`config.mk`:
```
export PLATFORM = sky130hd
export DESIGN_NAME = pu_ia_itlb_fa
export DESIGN_NICKNAME = d
export VERILOG_FILES = /design/src/rtl/pu_ia_itlb_fa_pkg.sv /design/src/rtl/pu_ia_itlb_entry.sv /design/src/rtl/pu_ia_itlb_fa.sv
export SDC_FILE = /design/constraint.sdc
export NUM_CORES = 1
export LEC_CHECK = 0
export ABC_AREA = 1
export CORE_MARGIN = 1
export CORE_UTILIZATION = 30
export DETAILED_ROUTE_END_ITERATION = 7
export RECOVER_POWER = 100
export SLEW_MARGIN = 15
export SYNTH_ARGS = -nofsm -noshare
export SYNTH_HDL_FRONTEND = slang
export SYNTH_HIERARCHICAL = 1
export SYNTH_SLANG_ARGS = --single-unit
export TNS_END_PERCENT = 5
```
`constraint.sdc`:
```
create_clock -name clk -period 3.9 [get_ports clk]
set_clock_uncertainty 0.1 [all_clocks]
set_input_delay 0.78 -clock clk [delete_from_list [all_inputs] [get_ports clk]]
set_output_delay 0.78 -clock clk [all_outputs]
set_load 0.02 [all_outputs]
```
`src/rtl/pu_ia_itlb_fa_pkg.sv`:
```
// Shared widths, thread-mode encoding and defaults for the PU instruction TLB.
// These mirror the pu.h defines so the TLB can be elaborated on its own.
package pu_ia_itlb_fa_pkg;

    localparam int PU_IC_TAG_W     = 20;
    localparam int PU_TID_W        = 2;
    localparam int PU_ITLB_ENTRIES = 8;
    localparam int PU_TMODE_W      = 2;

    typedef enum logic [PU_TMODE_W-1:0] {
        PU_TMODE_KERNEL = 2'b00,
        PU_TMODE_SUPER  = 2'b01,
        PU_TMODE_USER   = 2'b11
    } pu_tmode_e;

    function automatic logic pu_is_kernel(input logic [PU_TMODE_W-1:0] mode);
        return mode == PU_TMODE_KERNEL;
    endfunction

endpackage

```
`src/rtl/pu_ia_itlb_entry.sv`:
```
// One ITLB entry: storage, hit compare against the fetch tag/thread, and
// write/invalidate handling.
module pu_ia_itlb_entry
    import pu_ia_itlb_fa_pkg::*;
#(
    parameter int TAG_W = PU_IC_TAG_W,
    parameter int TID_W = PU_TID_W
) (
    input  logic             clk,
    input  logic             rst_,
    input  logic [TAG_W-1:0] vtag,
    input  logic [TID_W-1:0] tid,
    output logic             hit,
    output logic [TAG_W-1:0] ptag,
    output logic             nc,
    output logic             k,
    input  logic             wr_sel,
    input  logic [TAG_W-1:0] wr_vtag,
    input  logic [TAG_W-1:0] wr_ptag,
    input  logic [TID_W-1:0] wr_tid,
    input  logic             wr_g,
    input  logic             wr_nc,
    input  logic             wr_k,
    input  logic             inv_all,
    input  logic             inv_tid_en,
    input  logic [TID_W-1:0] inv_tid
);

    logic             valid;
    logic [TAG_W-1:0] vtag_q;
    logic [TID_W-1:0] tid_q;
    logic             g_q;

    assign hit = valid && (vtag_q == vtag) && (g_q || (tid_q == tid));

    // A write to this entry wins over any invalidate in the same cycle.
    always_ff @(posedge clk or negedge rst_) begin
        if (!rst_)
            valid <= 1'b0;
        else if (wr_sel)
            valid <= 1'b1;
        else if (inv_all)
            valid <= 1'b0;
        else if (inv_tid_en && !g_q && (tid_q == inv_tid))
            valid <= 1'b0;
    end

    always_ff @(posedge clk) begin
        if (wr_sel) begin
            vtag_q <= wr_vtag;
            ptag   <= wr_ptag;
            tid_q  <= wr_tid;
            g_q    <= wr_g;
            nc     <= wr_nc;
            k      <= wr_k;
        end
    end

endmodule

```
`src/rtl/pu_ia_itlb_fa.sv`:
```
// Fully associative instruction TLB: one-cycle registered translation with
// thread/global tagging, miss and kernel-protection exceptions.
module pu_ia_itlb_fa
    import pu_ia_itlb_fa_pkg::*;
#(
    parameter int ENTRIES = PU_ITLB_ENTRIES,
    parameter int IDX_W   = $clog2(ENTRIES),
    parameter int TAG_W   = PU_IC_TAG_W,
    parameter int TID_W   = PU_TID_W
) (
    input  logic                  clk,
    input  logic                  rst_,
    input  logic [TID_W-1:0]      tid,
    input  logic [PU_TMODE_W-1:0] tmode,
    input  logic                  on,
    input  logic [TAG_W-1:0]      vtag,
    output logic [TAG_W-1:0]      ptag,
    output logic                  nc,
    output logic                  miss,
    output logic                  prot,
    input  logic                  wr_en,
    input  logic                  wr_auto,
    input  logic [IDX_W-1:0]      wr_idx,
    input  logic [TAG_W-1:0]      wr_vtag,
    input  logic [TAG_W-1:0]      wr_ptag,
    input  logic [TID_W-1:0]      wr_tid,
    input  logic                  wr_g,
    input  logic                  wr_nc,
    input  logic                  wr_k,
    input  logic                  inv_all,
    input  logic                  inv_tid_en,
    input  logic [TID_W-1:0]      inv_tid,
    output logic [IDX_W-1:0]      victim
);

    logic [ENTRIES-1:0] e_hit;
    logic [ENTRIES-1:0] e_nc;
    logic [ENTRIES-1:0] e_k;
    logic [TAG_W-1:0]   e_ptag [ENTRIES];
    logic [IDX_W-1:0]   wr_tgt;

    logic               sel_hit;
    logic [TAG_W-1:0]   sel_ptag;
    logic               sel_nc;
    logic               sel_k;

    assign wr_tgt = wr_auto ? victim : wr_idx;

    for (genvar i = 0; i < ENTRIES; i++) begin : g_entry
        pu_ia_itlb_entry #(
            .TAG_W (TAG_W),
            .TID_W (TID_W)
        ) u_entry (
            .clk        (clk),
            .rst_       (rst_),
            .vtag       (vtag),
            .tid        (tid),
            .hit        (e_hit[i]),
            .ptag       (e_ptag[i]),
            .nc         (e_nc[i]),
            .k          (e_k[i]),
            .wr_sel     (wr_en && (wr_tgt == IDX_W'(i))),
            .wr_vtag    (wr_vtag),
            .wr_ptag    (wr_ptag),
            .wr_tid     (wr_tid),
            .wr_g       (wr_g),
            .wr_nc      (wr_nc),
            .wr_k       (wr_k),
            .inv_all    (inv_all),
            .inv_tid_en (inv_tid_en),
            .inv_tid    (inv_tid)
        );
    end

    // Scan from the top so the lowest hitting index is the one left selected.
    always_comb begin
        sel_hit  = 1'b0;
        sel_ptag = '0;
        sel_nc   = 1'b0;
        sel_k    = 1'b0;
        for (int i = ENTRIES - 1; i >= 0; i--) begin
            if (e_hit[i]) begin
                sel_hit  = 1'b1;
                sel_ptag = e_ptag[i];
                sel_nc   = e_nc[i];
                sel_k    = e_k[i];
            end
        end
    end

    always_ff @(posedge clk or negedge rst_) begin
        if (!rst_)
            victim <= '0;
        else if (wr_en && wr_auto)
            victim <= (victim == IDX_W'(ENTRIES - 1)) ? '0 : victim + 1'b1;
    end

    always_ff @(posedge clk or negedge rst_) begin
        if (!rst_) begin
            ptag <= '0;
            nc   <= 1'b0;
            miss <= 1'b0;
            prot <= 1'b0;
        end else if (on && sel_hit) begin
            ptag <= sel_ptag;
            nc   <= sel_nc;
            miss <= 1'b0;
            prot <= sel_k && !pu_is_kernel(tmode);
        end else begin
            ptag <= vtag;
            nc   <= 1'b0;
            miss <= on;
            prot <= 1'b0;
        end
    end

endmodule
```
After elaboration in Yosys (flattened, before gate mapping)
Index checks and enable logic that the tools add are counted.
- flip-flop bits (word level): 394
- output and inout bits: 26
- input bits: 81
- word-level logic and storage cells: 226
- mux-type cells: 62
- reduce and logical (&&, ||, !) cells: 70
- eq/ne operators: 32
- $add $sub $neg: 1
- operators with widths (operator ; count):
    $mux W20 ; 9
    $eq A20 B20 Y1 ; 8
    $mux W1 ; 51
    $logic_and A1 B1 Y1 ; 43
    $eq A2 B2 Y1 ; 16
    $reduce_bool A3 Y1 ; 8
    $eq A3 B3 Y1 const B ; 5
    $logic_not A1 Y1 ; 9
    $logic_or A1 B1 Y1 ; 8
    $eq A3 B2 Y1 const B ; 2
    $mux W3 ; 2
    $add A3 B1 Y3 const B ; 1
    $eq A3 B1 Y1 const B ; 1
    $logic_not A3 Y1 ; 1
    $logic_not A2 Y1 ; 1

Depth between registers and ports, before layout
Gate-level depths: netlist of run 1.
- depth after elaboration: 13
- gate-level depth with buffers: 17
- depth with buffers taken out: 16

Modules after synthesis
The synthesis of run 1 kept the hierarchy.
- modules (own cells, without submodules) (module ; sequential area each (µm²) ; area an instance (µm²) ; cells an instance ; instances):
    pu_ia_itlb_entry ; 1376.3 ; 1840.5 ; 155 ; 8
    pu_ia_itlb_fa ; 650.6 ; 2957.8 ; 582 ; 1

Worst setup path before layout of run 1
Ideal clock, no wire load.
- kind: input port to flip-flop
- from: input wr_auto
- to: register g_entry[0].u_entry.g_q, enable pin
- path buffers: 0
- arrival: 3222 ps
- stages on the path: 5
- data required time: 3351 ps
- setup slack: 129 ps
- cells stage by stage: inv_1 or2_2 o21ai_0 nand2_1 nor2_1
- word-level cells in the longest chain between the ends: 3
- RTL lines (item ; RTL line ; RTL):
    start: declaration ; pu_ia_itlb_fa.sv:22 ; input logic wr_auto,
    $mux W3 ; pu_ia_itlb_fa.sv:47 ; assign wr_tgt = wr_auto ? victim : wr_idx;
    $logic_not A3 Y1 ; pu_ia_itlb_fa.sv:62 ; .wr_sel (wr_en && (wr_tgt == IDX_W'(i))),
    $logic_and A1 B1 Y1 ; pu_ia_itlb_fa.sv:62 ;
    end signal: assignment ; pu_ia_itlb_entry.sv:53 ; g_q <= wr_g;
    end: declaration ; pu_ia_itlb_entry.sv:32 ; logic g_q;
No other way between the ends.
A chain may end at the register's enable or synchronous reset.

Worst setup path in the final report of run 1
- from: input wr_auto
- to: register g_entry[1].u_entry.ptag[5], enable pin
- word-level cells in the longest chain between the ends: 3
- RTL lines (item ; RTL line ; RTL):
    $mux W3 ; pu_ia_itlb_fa.sv:47 ;
    $eq A3 B1 Y1 ; pu_ia_itlb_fa.sv:62 ;
    $logic_and A1 B1 Y1 ; pu_ia_itlb_fa.sv:62 ;
    end signal: assignment ; pu_ia_itlb_entry.sv:51 ; ptag <= wr_ptag;
    end: declaration ; pu_ia_itlb_entry.sv:14 ; output logic [TAG_W-1:0] ptag,
No other way between the ends.

==> results of run 1 <==
-- cell families (layout without fill, tap and decap cells) --
group                    count (synthesis)  count (layout)  synth area share [%]
AND/OR/NAND/NOR                        957             957                 21.43
adder cells (fa/ha/maj)                  2               2                0.1415
XOR/XNOR                                64              64                 3.170
other                                    0               1                     0
flip-flops                             394             394                 65.95
buffers and inverters                  351             548                 7.642
AO/OA/AOI/OAI                           54              54                 1.670
-- tightest hold or removal path: stages, from the launching register on --
cell                      delay [ns]
sky130_fd_sc_hd__dfrtp_1        0.39
sky130_fd_sc_hd__nand2_1        0.07
sky130_fd_sc_hd__nand2_1        0.06
-- cells in the final DEF (no fill, tap or decap) --
cell type	Yosys	layout
sky130_fd_sc_hd__a21oi_1	22	22
sky130_fd_sc_hd__buf_4	2	36
sky130_fd_sc_hd__bufinv_16	0	3
sky130_fd_sc_hd__clkbuf_1	9	8
sky130_fd_sc_hd__clkbuf_16	0	45
sky130_fd_sc_hd__clkbuf_2	0	8
sky130_fd_sc_hd__clkbuf_8	0	3
sky130_fd_sc_hd__clkdlybuf4s50_1	0	32
sky130_fd_sc_hd__clkinv_1	0	5
sky130_fd_sc_hd__clkinv_2	0	12
sky130_fd_sc_hd__clkinv_4	0	3
sky130_fd_sc_hd__clkinvlp_4	0	1
sky130_fd_sc_hd__dfrtp_1	34	34
sky130_fd_sc_hd__diode_2	0	1
sky130_fd_sc_hd__dlygate4sd3_1	0	73
sky130_fd_sc_hd__edfxtp_1	360	360
sky130_fd_sc_hd__ha_1	2	2
sky130_fd_sc_hd__inv_1	317	317
sky130_fd_sc_hd__inv_2	2	2
sky130_fd_sc_hd__nand2_1	666	666
sky130_fd_sc_hd__nand3_1	74	74
sky130_fd_sc_hd__nand4_1	8	8
sky130_fd_sc_hd__nor2_1	165	158
sky130_fd_sc_hd__nor2_2	13	13
sky130_fd_sc_hd__nor2_4	0	7
sky130_fd_sc_hd__nor3_1	21	21
sky130_fd_sc_hd__o211ai_1	9	9
sky130_fd_sc_hd__o21ai_0	21	21
sky130_fd_sc_hd__o22ai_1	2	2
sky130_fd_sc_hd__or2_1	8	8
sky130_fd_sc_hd__or2_2	2	2
sky130_fd_sc_hd__xnor2_1	48	48
sky130_fd_sc_hd__xor2_1	16	16
-- layer usage --
| layer | global-route usage (%) | part of all wire [%] |
|---|---|---|
| met4 | 4.577 | 2.1 |
| met3 | 2.876 | 6.2 |
| met2 | 25.55 | 45 |
| met1 | 22.08 | 46 |
| met5 | 0 | 0 |
-- flip-flops by register name, summed over array words and instances, names as in the netlist, 3 cells and up --
name and cells:
victim 3, g_entry.u_entry/k 8, g_entry.u_entry/tid_q 16, g_entry.u_entry/ptag 160
g_entry.u_entry/nc 8, g_entry.u_entry/vtag_q 160, g_entry.u_entry/valid 8, g_entry.u_entry/g_q 8
ptag 20
-- metrics by stage --
stage | total power [W] | worst slack, ns | utilization [%] | hold WS (ns) | instances
3_3_place_gp | 0.005969 | 0.1503 | 34.58 | 0.4259 | 2706
6_report | 0.009899 | 0.5155 | 36.78 | 0.4538 | 2785
4_1_cts | 0.01003 | 0.7223 | 36.99 | 0.2831 | 2784
5_1_grt | 0.01025 | 0.3223 | 36.78 | 0.4866 | 2784
3_5_place_dp | 0.005993 | 0.1436 | 34.58 | 0.4448 | 2706
2_1_floorplan | 0.005492 | 0.1286 | - | 0.3844 | 1822
-- path summary, 6_finish.rpt --
| kind | from | endpoint | cells past startpoint |
|---|---|---|---|
| setup / recovery | wr_auto | g_entry[1].u_entry/ptag[5] | 7 |
| hold / removal | victim[1] | victim[1] | 2 |
| setup reg to reg | victim[2] | g_entry[1].u_entry/ptag[5] | 5 |
| hold reg to reg | victim[1] | victim[1] | 2 |
| max in group asynchronous | rst_ | ptag[9] | 1 |
| min in group asynchronous | rst_ | victim[2] | 1 |
-- cell type report --
type                       instances  area, sq um  area share, %
sequential                       394        11660          54.74
multi-input combinational       1077         4722          22.17
timing repair buffer             151         1369          6.426
inverter                         319         1197          5.621
clock buffer                      54         1190          5.586
tap                              765        957.2          4.493
clock inverter                    24        202.7         0.9515
antenna                            1        2.502        0.01175
-- power groups by stage --
stage | Clock (W) | Sequential, W | Combinational (W)
floorplan | 0 | 0.00510 | 0.000387
global placement | 0 | 0.00508 | 0.000891
detailed placement | 0 | 0.00508 | 0.000909
CTS | 0.00412 | 0.00500 | 0.000911
global route | 0.00427 | 0.00503 | 0.000952
finish | 0.00404 | 0.00501 | 0.000851
==> flow_results.xml, run 1 <==
<?xml version="1.0" encoding="UTF-8"?>
<metrics>
  <group name="run_status">
    <metric name="run_status" unit="">finished with violations</metric>
    <metric name="violations" unit="">max-capacitance violations, max-slew violations</metric>
  </group>
  <group name="die">
    <metric name="die_w" unit="um">244.8</metric>
    <metric name="die_height" unit="um">244.8</metric>
    <metric name="die-area" unit="sq um">59910</metric>
    <metric name="row_count" unit="">88</metric>
    <metric name="boundaryPins" unit="">107</metric>
    <metric name="floorplan.core_area" unit="sq um">57920</metric>
    <metric name="floorplan.initialDensity" unit="%">30.53</metric>
  </group>
  <group name="power_and_ir_drop">
    <metric name="comb_power_share" unit="%">8.6</metric>
    <metric name="vdd_ir_drop_max" unit="mV">0.3078</metric>
    <metric name="power.internal" unit="W">0.007546</metric>
    <metric name="power.switching_fraction" unit="%">23.78</metric>
    <metric name="clockPowerShare" unit="%">40.8</metric>
    <metric name="p_switching" unit="W">0.002354</metric>
    <metric name="powerDensity" unit="nW/um^2">464.7</metric>
    <metric name="power_leakage" unit="nW">9.342</metric>
    <metric name="proportion_of_power_drawn_by_flip_flops_and_latches" unit="%">50.6</metric>
  </group>
  <group name="timing">
    <metric name="tightest_slew" unit="ns">2.271</metric>
    <metric name="fmax" unit="MHz">295.5</metric>
    <metric name="rsz0062_at_grt" unit="">false</metric>
    <metric name="hold_viol_final" unit="">0</metric>
    <metric name="timing.final.crit_share" unit="%">86.78</metric>
    <metric name="setup_tns" unit="ns">0</metric>
    <metric name="final_report_setup_violation_count" unit="">0</metric>
    <metric name="slew-limit-headroom" unit="%">-51.37</metric>
    <metric name="post-route-min-period" unit="ns">3.385</metric>
    <metric name="final_max_slew_viol_count" unit="">270</metric>
  </group>
  <group name="clock_tree">
    <metric name="path_clk_slew" unit="ns">0.06</metric>
    <metric name="clock_latency_reported_for_the_late_side_of_the_worst_skew_pair" unit="ns">0.57</metric>
    <metric name="cts_buffer_depth" unit="">3</metric>
    <metric name="cts_post_setup_buffers_inserted" unit="">0</metric>
    <metric name="cts_max_level" unit="">2</metric>
    <metric name="post_cts.resized_instances" unit="">0</metric>
    <metric name="cts_inserted_buffers" unit="">43</metric>
    <metric name="cts_tree" unit="">built</metric>
    <metric name="clk_root_buffer_cell" unit="">sky130_fd_sc_hd__clkbuf_16</metric>
    <metric name="holdBufCountCts" unit="">0</metric>
    <metric name="cts_sinks" unit="">394</metric>
  </group>
  <group name="setup_path">
    <metric name="worst_path_cell_trace" unit="">dlygate4sd3_1, inv_1, or2_2, o21ai_0, nand2_1, nor2_4, clkbuf_2</metric>
    <metric name="arrival" unit="ns">3.44</metric>
    <metric name="slowest_stage_cell_cp" unit="">sky130_fd_sc_hd__clkbuf_2</metric>
    <metric name="critical_path.endpoint_type" unit="">register</metric>
    <metric name="critical_path.max_stage_delay" unit="ns">1.12</metric>
    <metric name="worstPathRequired" unit="ns">3.95</metric>
    <metric name="ff2ff_setup_slack" unit="ns">1.01</metric>
    <metric name="critPathMaxFanout" unit="">46</metric>
    <metric name="cp.buffers_inverters" unit="">3</metric>
    <metric name="critical_path.startpoint_type" unit="">input port</metric>
    <metric name="timing.setup.critical_path_class" unit="">in -&gt; reg</metric>
    <metric name="cp_top_family" unit="">buffers and inverters</metric>
  </group>
  <group name="yosys">
    <metric name="synth.ff_latch_count" unit="">394</metric>
    <metric name="synthDominantAreaCellType" unit="">sky130_fd_sc_hd__edfxtp_1</metric>
    <metric name="synth.yosys.seq_area_share" unit="%">65.95</metric>
    <metric name="synthesis.area" unit="sq um">17680</metric>
    <metric name="synth_cell_type_count" unit="">22</metric>
    <metric name="syn_avg_cell_area" unit="sq um">9.705</metric>
    <metric name="synthTopCellsByCount" unit="">sky130_fd_sc_hd__nand2_1 (666), sky130_fd_sc_hd__edfxtp_1 (360), sky130_fd_sc_hd__inv_1 (317)</metric>
    <metric name="synth-async-reset-ratio" unit="%">8.629</metric>
    <metric name="synth_net_count" unit="">1905</metric>
    <metric name="synthesis.yosys.warnings" unit="">6</metric>
    <metric name="synth.most_common_cell" unit="">sky130_fd_sc_hd__nand2_1</metric>
    <metric name="synth_largest_type_area_fraction" unit="%">61.14</metric>
    <metric name="netlist_top_cells_area" unit="">sky130_fd_sc_hd__edfxtp_1 (61%), sky130_fd_sc_hd__nand2_1 (14%), sky130_fd_sc_hd__inv_1 (6.7%)</metric>
    <metric name="synthFlopType" unit="">sky130_fd_sc_hd__edfxtp_1</metric>
    <metric name="synth_enable_flop_cells" unit="">360</metric>
    <metric name="synthesis.instances" unit="">1822</metric>
  </group>
  <group name="cells_and_area">
    <metric name="final_nets" unit="">2069</metric>
    <metric name="n_fill_cell" unit="">5777</metric>
    <metric name="area_delta_synth_final" unit="%">20.47</metric>
    <metric name="share_of_cells_above_drive_strength_1" unit="%">6.686</metric>
    <metric name="stdcell_area" unit="sq um">21300</metric>
  </group>
  <group name="routing">
    <metric name="drt_first_iter_violations" unit="">1048</metric>
    <metric name="detail_route.first_pass.iterations" unit="">5</metric>
    <metric name="route.final.wire_length" unit="mm">47.66</metric>
    <metric name="via_per_inst" unit="">4.410</metric>
    <metric name="drt_drc_violations_left" unit="">0</metric>
    <metric name="num_vias" unit="">12282</metric>
    <metric name="drt-wirelength-per-cell" unit="um">17.11</metric>
    <metric name="antenna_left" unit="">0</metric>
  </group>
  <group name="grt">
    <metric name="antenna_found_initial" unit="">3</metric>
    <metric name="global_route.usage.total" unit="%">15.98</metric>
    <metric name="grt_max_degree" unit="">47</metric>
    <metric name="grt_pass1_wl" unit="mm">71.84</metric>
    <metric name="first_global_vias" unit="">12082</metric>
    <metric name="grt_overflow" unit="">0</metric>
  </group>
  <group name="job">
    <metric name="max_cap_viol_count" unit="">6</metric>
  </group>
  <group name="place">
    <metric name="post_dp_cell_area" unit="sq um">20030</metric>
    <metric name="dpl.hpwl" unit="mm">31.93</metric>
    <metric name="portBuffers" unit="">106</metric>
    <metric name="gp_congestion" unit="">0.8430</metric>
  </group>
  <group name="worst_hold_path">
    <metric name="hp-class" unit="">reg -&gt; reg</metric>
  </group>
</metrics>
No activity file was read; power rests on OpenSTA's default activity.
==> run 2, diff against run 1 <==
==> constraint.sdc (replaced) <==
create_clock -name clk -period 2.9 [get_ports clk]
set_clock_uncertainty 0.1 [all_clocks]
set_input_delay 0.58 -clock clk [delete_from_list [all_inputs] [get_ports clk]]
set_output_delay 0.58 -clock clk [all_outputs]
set_load 0.02 [all_outputs]
==> run 2 against run 1 <==
Compared with the run above: the flow still finishes with violations (max-capacitance violations, max-slew violations); cell count rose by 1.9%; register-to-register slack got worse by 0.57 ns; worst setup slack got worse by 0.39 ns; sequential power rose by 34%; critical path depth rose by 11; count of clock-buffer cells in the layout rose by 8; via count rose by 3.0%; routed wire length rose by 5.4%; combinational power rose by 48%; non-clock buffer count rose by 50; largest power group unchanged.
==> flow_results.xml, run 2 (same netlist as run 1, synthesis figures left out) <==
<?xml version="1.0" encoding="UTF-8"?>
<metrics>
  <group name="power_and_ir_drop">
    <metric name="power_leakage" unit="nW">9.704</metric>
    <metric name="powerDensity" unit="nW/um^2">616.2</metric>
    <metric name="vdd_ir_drop_max" unit="mV">0.4223</metric>
  </group>
  <group name="place">
    <metric name="post-place-cells" unit="">2756</metric>
    <metric name="dpl.hpwl" unit="mm">34.77</metric>
    <metric name="gp_congestion" unit="">0.8522</metric>
    <metric name="portBuffers" unit="">106</metric>
  </group>
  <group name="clock_tree">
    <metric name="cts_max_level" unit="">2</metric>
    <metric name="clock_latency_reported_for_the_late_side_of_the_worst_skew_pair" unit="ns">0.58</metric>
    <metric name="cts_inserted_buffers" unit="">45</metric>
    <metric name="clk_root_buffer_cell" unit="">sky130_fd_sc_hd__clkbuf_16</metric>
    <metric name="cts_buffer_depth" unit="">3</metric>
    <metric name="cts_tree" unit="">built</metric>
    <metric name="cts_sinks" unit="">394</metric>
    <metric name="path_clk_slew" unit="ns">0.06</metric>
  </group>
  <group name="timing">
    <metric name="slew-limit-headroom" unit="%">-63.72</metric>
    <metric name="final_report_setup_violation_count" unit="">0</metric>
    <metric name="post-route-min-period" unit="ns">2.771</metric>
    <metric name="final_max_slew_viol_count" unit="">35</metric>
    <metric name="timing.final.crit_share" unit="%">95.54</metric>
    <metric name="hold_viol_final" unit="">0</metric>
    <metric name="hold_slack" unit="ns">0.4554</metric>
    <metric name="tightest_slew" unit="ns">2.456</metric>
    <metric name="fmax" unit="MHz">360.9</metric>
  </group>
  <group name="worst_hold_path">
    <metric name="hp-class" unit="">reg -&gt; reg</metric>
    <metric name="hold_path.startpoint" unit="">victim[0]</metric>
    <metric name="hold_path_depth" unit="">2</metric>
    <metric name="min_to" unit="">victim[0]</metric>
  </group>
  <group name="setup_path">
    <metric name="timing.setup.critical_path_class" unit="">in -&gt; reg</metric>
    <metric name="reg2reg_from" unit="">victim[1]</metric>
    <metric name="reg2reg_depth" unit="">6</metric>
    <metric name="arrival" unit="ns">3.12</metric>
    <metric name="reg2reg_to" unit="">g_entry[6].u_entry/ptag[5]</metric>
    <metric name="critPathMaxFanout" unit="">11</metric>
    <metric name="ff2ff_setup_slack" unit="ns">0.44</metric>
    <metric name="critical_path.startpoint_type" unit="">input port</metric>
    <metric name="crit_start" unit="">vtag[5]</metric>
    <metric name="worstPathRequired" unit="ns">3.25</metric>
    <metric name="critical_path.endpoint_type" unit="">register</metric>
  </group>
  <group name="grt">
    <metric name="global_route.usage.total" unit="%">17.06</metric>
    <metric name="first_global_vias" unit="">12958</metric>
    <metric name="met2_resource_use_gr" unit="%">27.21</metric>
    <metric name="grtUsageMet1" unit="%">23.10</metric>
    <metric name="grt_pass1_wl" unit="mm">76.60</metric>
    <metric name="grt_overflow" unit="">0</metric>
    <metric name="grt.busiest_layer" unit="">met2</metric>
    <metric name="antenna_found_initial" unit="">4</metric>
    <metric name="grt_met3_usage" unit="%">3.521</metric>
    <metric name="grt_max_degree" unit="">47</metric>
  </group>
  <group name="routing">
    <metric name="drt-wirelength-per-cell" unit="um">17.70</metric>
    <metric name="drt_first_iter_violations" unit="">1067</metric>
    <metric name="antenna_left" unit="">0</metric>
    <metric name="route.final.wire_length" unit="mm">50.23</metric>
    <metric name="drt_drc_violations_left" unit="">0</metric>
    <metric name="via_per_inst" unit="">4.458</metric>
    <metric name="detail_route.first_pass.iterations" unit="">7</metric>
    <metric name="num_vias" unit="">12647</metric>
  </group>
  <group name="run_status">
    <metric name="run_status" unit="">finished with violations</metric>
    <metric name="violations" unit="">max-capacitance violations, max-slew violations</metric>
  </group>
  <group name="cells_and_area">
    <metric name="reg_top3" unit="">g_entry.u_entry/ptag (160), g_entry.u_entry/vtag_q (160), ptag (20)</metric>
    <metric name="layout.cells.most_common" unit="">sky130_fd_sc_hd__nand2_1</metric>
    <metric name="share_of_cells_above_drive_strength_1" unit="%">8.788</metric>
    <metric name="final_nets" unit="">2121</metric>
    <metric name="area_delta_synth_final" unit="%">24.48</metric>
    <metric name="layout.cells.most_common_list" unit="">sky130_fd_sc_hd__nand2_1 (666), sky130_fd_sc_hd__edfxtp_1 (360), sky130_fd_sc_hd__inv_1 (317)</metric>
    <metric name="finish.cell_count_without_fillers" unit="">2837</metric>
  </group>
  <group name="die">
    <metric name="boundaryPins" unit="">107</metric>
    <metric name="die-area" unit="sq um">59910</metric>
    <metric name="die_height" unit="um">244.8</metric>
    <metric name="row_count" unit="">88</metric>
    <metric name="die_w" unit="um">244.8</metric>
    <metric name="floorplan.core_area" unit="sq um">57920</metric>
    <metric name="floorplan.initialDensity" unit="%">30.53</metric>
  </group>
  <group name="job">
    <metric name="max_cap_viol_count" unit="">1</metric>
  </group>
</metrics>
## run 2: metrics by stage
stage | worst slack [ns] | TNS (ns) | instance area, sq um | utilization, % | total power [W]
2_1_floorplan | -0.6714 | -234.51 | 17680 | - | 0.007386
3_3_place_gp | -0.4830 | -8.023 | 20750 | 35.84 | 0.008160
3_5_place_dp | -0.5022 | -8.278 | 20750 | 35.84 | 0.008192
4_1_cts | 0.08950 | 0 | 22170 | 38.28 | 0.01375
5_1_grt | -0.003877 | -0.003877 | 22010 | 38.00 | 0.01405
6_report | 0.1293 | 0 | 22010 | 38.00 | 0.01356
## run 2: routing by layer
| layer | vias to the layer above | wire length (um) | part of all wire [%] |
|---|---|---|---|
| met5 | - | 13 | 0.026 |
| met3 | 75 | 3679 | 7.3 |
| met1 | 6017 | 22630 | 45 |
| met4 | 2 | 1132 | 2.3 |
| met2 | 406 | 22770 | 45 |
| li1 | 6147 | - | - |
## run 2: power breakdown
group	internal, W	switching [W]	total (W)
clock network	0.00329	0.00228	0.00557
logic	0.000428	0.000833	0.00126
registers	0.00660	0.000126	0.00673
## run 2: worst max-delay path by stage
stage | end | depth (start not counted)
after global placement | ptag[10] | 19
after global routing | ptag[10] | 19
after detailed placement | ptag[10] | 19
after floorplan | g_entry[0].u_entry/g_q | 5
after CTS | ptag[10] | 19
final | ptag[10] | 18
## run 2: cell type report
cell class / instances / area [sq um]
Clock inverter: 18 / 197.7
Tap cell: 765 / 957.2
Inverter: 319 / 1200
Sequential cell: 394 / 11660
Timing Repair Buffer: 201 / 2054
Multi-Input combinational cell: 1077 / 4717
Clock buffer: 62 / 1220
Antenna cell: 1 / 2.502
Fill cell: 5729 / 35910
## run 2: timing repair
action,in CTS,in global routing
resized for setup,0,4
buffers inserted,0,0
endpoints found under the setup margin,0,7
hold buffers,0,0
## run 2: worst max-delay path: stages
cell and delay [ns]:
sky130_fd_sc_hd__clkdlybuf4s50_1 0.53, sky130_fd_sc_hd__buf_4 0.20, sky130_fd_sc_hd__inv_1 0.05, sky130_fd_sc_hd__nand2_1 0.08, sky130_fd_sc_hd__nand2_1 0.06, sky130_fd_sc_hd__nor2_1 0.18, sky130_fd_sc_hd__nand2_1 0.08, sky130_fd_sc_hd__nor2_1 0.17
sky130_fd_sc_hd__nand2_1 0.13, sky130_fd_sc_hd__nor2_2 0.14, sky130_fd_sc_hd__buf_4 0.16, sky130_fd_sc_hd__buf_4 0.21, sky130_fd_sc_hd__buf_12 0.17, sky130_fd_sc_hd__nand2_1 0.06, sky130_fd_sc_hd__nand2_1 0.08, sky130_fd_sc_hd__nor3_2 0.05
sky130_fd_sc_hd__nand2_1 0.12, sky130_fd_sc_hd__nand2_1 0.08
